==> src/rtl/cpu_pkg.sv <==
// Shared CPU definitions: fetch FSM encoding and fetch constants.
package cpu_pkg;

   typedef enum logic [1:0] {
      S_BOOT  = 2'd0,
      S_RUN   = 2'd1,
      S_STALL = 2'd2
   } fetch_state_t;

   localparam logic [31:0] NOP_INST = 32'h0000_0013;
   localparam int unsigned PC_STEP  = 4;

endpackage

==> src/rtl/ifid_reg.sv <==
// IF/ID pipeline register: pc, pc+4, instruction and valid.
// Latency: one cycle from load to outputs.
// Backpressure: i_hold freezes every field; i_bubble overrides load and hold.
module ifid_reg
   import cpu_pkg::*;
#(
   parameter int unsigned ADDR_W = 32,
   parameter int unsigned INST_W = 32
) (
   input  logic              i_clk,
   input  logic              i_rst_n,
   input  logic              i_load,
   input  logic              i_bubble,
   input  logic              i_hold,
   input  logic [ADDR_W-1:0] i_pc,
   input  logic [ADDR_W-1:0] i_pc_plus4,
   input  logic [INST_W-1:0] i_inst,
   output logic [ADDR_W-1:0] o_pc,
   output logic [ADDR_W-1:0] o_pc_plus4,
   output logic [INST_W-1:0] o_inst,
   output logic              o_valid
);

   logic [ADDR_W-1:0] r_pc;
   logic [ADDR_W-1:0] r_pc_plus4;
   logic [INST_W-1:0] r_inst;
   logic              r_valid;

   // A bubble uses the same field values as reset so ID sees an identical NOP.
   always_ff @(posedge i_clk or negedge i_rst_n) begin
      if (!i_rst_n) begin
         r_pc       <= '0;
         r_pc_plus4 <= '0;
         r_inst     <= INST_W'(NOP_INST);
         r_valid    <= 1'b0;
      end else if (i_bubble) begin
         r_pc       <= '0;
         r_pc_plus4 <= '0;
         r_inst     <= INST_W'(NOP_INST);
         r_valid    <= 1'b0;
      end else if (i_load && !i_hold) begin
         r_pc       <= i_pc;
         r_pc_plus4 <= i_pc_plus4;
         r_inst     <= i_inst;
         r_valid    <= 1'b1;
      end
   end

   assign o_pc       = r_pc;
   assign o_pc_plus4 = r_pc_plus4;
   assign o_inst     = r_inst;
   assign o_valid    = r_valid;

endmodule

==> src/rtl/fetch_stage.sv <==
// Instruction fetch: next-PC mux, boot/run/stall FSM and IF/ID register (FETCH_PERF_CNT_EN adds counters).
// Latency: pc_next_o combinational; instruction at pc_i reaches ifid_* one cycle later.
// Backpressure: stall_i holds PC and IF/ID; branch_taken_i overrides stall and inserts a bubble.
module fetch_stage
   import cpu_pkg::*;
#(
   parameter int unsigned       ADDR_W   = 32,
   parameter int unsigned       INST_W   = 32,
   parameter logic [ADDR_W-1:0] RESET_PC = '0
) (
   input  logic              clk_i,
   input  logic              rst_i,
   input  logic [ADDR_W-1:0] pc_i,
   output logic [ADDR_W-1:0] pc_next_o,
   output logic [ADDR_W-1:0] imem_addr_o,
   input  logic [INST_W-1:0] imem_inst_i,
   input  logic              stall_i,
   input  logic              branch_taken_i,
   input  logic [ADDR_W-1:0] branch_target_i,
   output logic [ADDR_W-1:0] ifid_pc_o,
   output logic [ADDR_W-1:0] ifid_pc_plus4_o,
   output logic [INST_W-1:0] ifid_inst_o,
   output logic              ifid_valid_o
`ifdef FETCH_PERF_CNT_EN
   ,
   output logic [31:0]       fetch_cnt_o,
   output logic [31:0]       bubble_cnt_o
`endif
);

   fetch_state_t      r_state;
   fetch_state_t      w_state_nxt;
   logic [ADDR_W-1:0] w_pc_plus4;
   logic [ADDR_W-1:0] w_target;
   logic              w_load;
   logic              w_bubble;
   logic              w_hold;

   assign w_pc_plus4  = pc_i + ADDR_W'(PC_STEP);
   assign w_target    = {branch_target_i[ADDR_W-1:2], 2'b00};
   assign imem_addr_o = pc_i;

   always_ff @(posedge clk_i or negedge rst_i) begin
      if (!rst_i) begin
         r_state <= S_BOOT;
      end else begin
         r_state <= w_state_nxt;
      end
   end

   always_comb begin
      w_state_nxt = r_state;
      pc_next_o   = w_pc_plus4;
      w_load      = 1'b0;
      w_bubble    = 1'b0;
      w_hold      = 1'b0;
      case (r_state)
         S_BOOT: begin
            pc_next_o   = RESET_PC;
            w_hold      = 1'b1;
            w_state_nxt = S_RUN;
         end
         S_RUN, S_STALL: begin
            if (branch_taken_i) begin
               pc_next_o   = w_target;
               w_bubble    = 1'b1;
               w_state_nxt = S_RUN;
            end else if (stall_i) begin
               pc_next_o   = pc_i;
               w_hold      = 1'b1;
               w_state_nxt = S_STALL;
            end else begin
               pc_next_o   = w_pc_plus4;
               w_load      = 1'b1;
               w_state_nxt = S_RUN;
            end
         end
         default: begin
            pc_next_o   = RESET_PC;
            w_hold      = 1'b1;
            w_state_nxt = S_BOOT;
         end
      endcase
   end

   ifid_reg #(
      .ADDR_W(ADDR_W),
      .INST_W(INST_W)
   ) u_ifid_reg (
      .i_clk      (clk_i),
      .i_rst_n    (rst_i),
      .i_load     (w_load),
      .i_bubble   (w_bubble),
      .i_hold     (w_hold),
      .i_pc       (pc_i),
      .i_pc_plus4 (w_pc_plus4),
      .i_inst     (imem_inst_i),
      .o_pc       (ifid_pc_o),
      .o_pc_plus4 (ifid_pc_plus4_o),
      .o_inst     (ifid_inst_o),
      .o_valid    (ifid_valid_o)
   );

`ifdef FETCH_PERF_CNT_EN
   logic [31:0] r_fetch_cnt;
   logic [31:0] r_bubble_cnt;

   always_ff @(posedge clk_i or negedge rst_i) begin
      if (!rst_i) begin
         r_fetch_cnt  <= '0;
         r_bubble_cnt <= '0;
      end else begin
         if (w_load) begin
            r_fetch_cnt <= r_fetch_cnt + 32'd1;
         end
         if (w_bubble) begin
            r_bubble_cnt <= r_bubble_cnt + 32'd1;
         end
      end
   end

   assign fetch_cnt_o  = r_fetch_cnt;
   assign bubble_cnt_o = r_bubble_cnt;
`endif

endmodule

==> config.mk <==
export PLATFORM = sky130hd
export DESIGN_NAME = fetch_stage
export DESIGN_NICKNAME = d
export VERILOG_FILES = /design/src/rtl/cpu_pkg.sv /design/src/rtl/ifid_reg.sv /design/src/rtl/fetch_stage.sv
export SDC_FILE = /design/constraint.sdc
export NUM_CORES = 1
export LEC_CHECK = 0
export CORE_UTILIZATION = 42
export CTS_BUF_LIST = sky130_fd_sc_hd__clkbuf_4
export DETAILED_ROUTE_END_ITERATION = 16
export PLACE_DENSITY = 0.8
export SLEW_MARGIN = 15
export SYNTH_ARGS = -nofsm -noshare
export SYNTH_HDL_FRONTEND = slang
export SYNTH_HIERARCHICAL = 1
export SYNTH_SLANG_ARGS = --single-unit
==> constraint.sdc <==
create_clock -name clk_i -period 3.3 [get_ports clk_i]
set_clock_uncertainty 0.1 [all_clocks]
set_input_delay 0.825 -clock clk_i [delete_from_list [all_inputs] [get_ports clk_i]]
set_output_delay 0.825 -clock clk_i [all_outputs]
set_load 0.02 [all_outputs]
==> run summary <==
Core area: 0.0161 mm2
Mux share of post-synthesis cell area: 0.575%
Max Fclk: 280 MHz
Post-synth top flop: dfrtp_1
Clock transition at path regs: 0.17 ns
Commonest non-fill, non-tap cells in the layout: 197 x clkdlybuf4s50_1, 139 x buf_4, 97 x nand2b_1
Starting Density: 43.4%
Post-Syn Area: 0.00697 mm2
Pre-Repair DR Iteration Count: 5
Port bufs: 258
Post-Syn Nets: 854
Vias per inst: 5.60
TritonCTS clock tree: yes
First-pass GRT wire length: 37500 um
Actual slew at the worst max-slew pin: 0.855 ns
Die area: 0.0171 mm2
Finished Layout Cells: 1288
# IOs: 261
Avg Cell Area, Syn: 9.28 um2
Critical path class: in2out
Max Transition Viols Final: 0
Share of cells above drive strength 1: 28.8%
Post-synthesis xor/xnor area fraction: 4.65%
Initial antenna violation count: 0
Min-delay worst type: in2async
Gr usage total: 28.6%
Routed vias: 7211
PD cells: 605 mW/mm2
Post-route ant nets: 0
Period minus WS final: 3.57 ns
Largest family of logic cells by synthesized area: simple AND/OR/NAND/NOR gates
Largest net degree at the start of global routing: 112
Worst-path fanout max: 3
RSZ-0062 raised after global routing: yes
CP required: 2.37 ns
Worst EP arrival: 2.65 ns
# setup viols final: 12
Worst Setup End Kind: output port
Ys Warns: 6
Clk_lat worst skew: 0.50 ns
CP startpoint kind: input port
Starting DRT DRC Count: 583
Hold Buf Count CTS: 0
Cell count after placement: 1242
Post-Synth Adder-Cell Area: 0.539%
Leak: 4.55 nW
Cells after synthesis: 751
Asr flop ratio synth: 100%
ANT cells: 0
EDFF count, synth: 0
Final Core Density: 69.5%
Vias in the first global route: 6880
Setup TNS after final layout: -1.52 ns
Layout fillers: 1211
Peak VDD IR: 0.328 mV
Die width: 131 um
H-tree Lvls: 3
Drt wl/cell: 19.3 um
Total CTS buffers: 9
Clk buf depth: 2
GRT Residual Overflow: 0
Clock sink count: 99
Failing checks: negative setup slack
Commonest non-fill, non-tap cell in the layout: clkdlybuf4s50_1
Seq/Total Area, Yosys: 35.6%
GPL Wtd Cong: 0.894
Synth cell types: 53
Layout Nets: 1170
Final Hold Fails: 0
Area grow syn2layout: 60.3%
Die Height: 131 um
Total length of routed wires: 24800 um
Synth Area in Compound Gates: 14.6%
Root Driver: clkbuf_4
Remaining DRCs: 0
Rows: 46
Fin worst setup slack: -0.275 ns
Max-cap viol count: 0
Final period util: 108%
Number of synthesized register bits: 99
Slew headroom: 43.0%
Status: complete, but fails checks
DP Wirelength: 16800 um
DP Worst Slack: -1.24 ns
Synth Area in Simple Gates: 34.8%
==> cells in the mapped netlist (2+ instances only) <==
cell	number	share of area [%]
nand2b_1	98	8.8
dfrtp_1	96	34
nand4bb_1	93	15
o21ai_1	63	4.5
clkbuf_1	47	2.5
buf_4	32	3.4
o21ai_2	30	3.8
buf_2	28	2.0
nand2_1	27	1.5
o21ai_0	26	1.9
xor2_1	21	2.6
nor3_1	20	1.4
nor2_1	18	0.97
xnor2_1	16	2.0
nand4_1	12	1.1
nand3_1	10	0.72
nor4_1	10	0.90
a31oi_1	9	0.81
a21oi_1	7	0.50
inv_1	7	0.38
or4_1	7	0.75
buf_6	5	0.81
a211oi_1	4	0.43
and3_1	4	0.36
and4_1	4	0.50
mux2i_1	4	0.57
nor3b_1	4	0.43
o211a_1	4	0.57
o31ai_1	4	0.43
or2_2	4	0.36
or3_1	4	0.36
dfstp_2	3	1.1
ha_1	3	0.54
nor2b_1	3	0.27
a211o_1	2	0.25
and2_1	2	0.18
nand3b_1	2	0.22
o311a_1	2	0.29
o41ai_1	2	0.25
==> cell type report <==
| cell class | count | area (um2) | area share (%) |
|---|---|---|---|
| timing repair buffer | 418 | 3940 | 35.3 |
| sequential | 99 | 2480 | 22.2 |
| clock inverter | 7 | 108 | 0.964 |
| clock buffer | 9 | 67.6 | 0.605 |
| multi-input combinational | 532 | 4280 | 38.3 |
| inverter | 7 | 26.3 | 0.235 |
| tap | 216 | 270 | 2.42 |
==> flip-flops by register name, indices dropped and copies added, names as in the netlist <==
register and flops:
r_state 2, u_ifid_reg/o_pc_plus4 32, u_ifid_reg/o_valid 1, u_ifid_reg/o_pc 32
u_ifid_reg/o_inst 32
==> critical path, cell delays in order <==
cell	delay (ns)
buf_8	0.08
ha_4	0.14
nand4_1	0.23
buf_4	0.24
or4_4	0.43
or4_4	0.42
o211ai_1	0.10
buf_4	0.18
==> report_power, final <==
part	total, mW	switching, mW	internal (mW)	leakage, nW
clock network	0.816	0.495	0.322	0.0906
logic	4.16	2.17	1.99	3.11
registers	1.77	0.203	1.57	1.35
total	6.75	2.87	3.88	4.55
==> timing repair <==
item	CTS	global route
endpoints found under the setup margin	32	26
pin swaps	37	24
buffers inserted	24	7
gates resized for setup	262	52
cloned	1	0
==> kinds of logic (layout without fill, tap and decap cells) <==
family,count (synthesis),in the layout
and+or+nand+nor,328,328
AOI/OAI and AO/OA,160,160
buffers and inverters,120,441
DFF,99,99
xor gates and xnor gates,37,37
muxes,4,4
adders and majority gates,3,3
==> metal layers <==
layer / up-vias / wire [um] / track usage (%)
li1: 3322 / - / -
met1: 3504 / 10600 / 38.4
met2: 334 / 11500 / 44.9
met3: 51 / 2010 / 6.11
met4: 0 / 698 / 11.6
met5: - / 0 / 0
==> per-stage QoR <==
| stage | hold slack, ns | power (mW) | instance area, um2 |
|---|---|---|---|
| floorplan | 0.429 | 4.13 | 7120 |
| CTS | 0.171 | 6.75 | 11000 |
| global placement | 0.384 | 5.86 | 10500 |
| detailed placement | 0.398 | 5.91 | 10500 |
| global route | 0.187 | 7.11 | 11200 |
| finish | 0.180 | 6.75 | 11200 |
==> worst paths after layout <==
kind,end,slack (ns),startpoint,depth (start not counted)
setup / recovery,pc_next_o[30],-0.27,pc_i[3],8
setup reg to reg,u_ifid_reg/o_pc_plus4[7],0.17,r_state[0],10
min in group clk_i,u_ifid_reg/o_valid,0.43,u_ifid_reg/o_valid,1
hold / removal,u_ifid_reg/o_inst[10],0.18,rst_i,1
hold reg to reg,u_ifid_reg/o_valid,0.43,u_ifid_reg/o_valid,1
max in group asynchronous,u_ifid_reg/o_pc[5],2.19,rst_i,2
No activity file was read; power rests on OpenSTA's default activity.
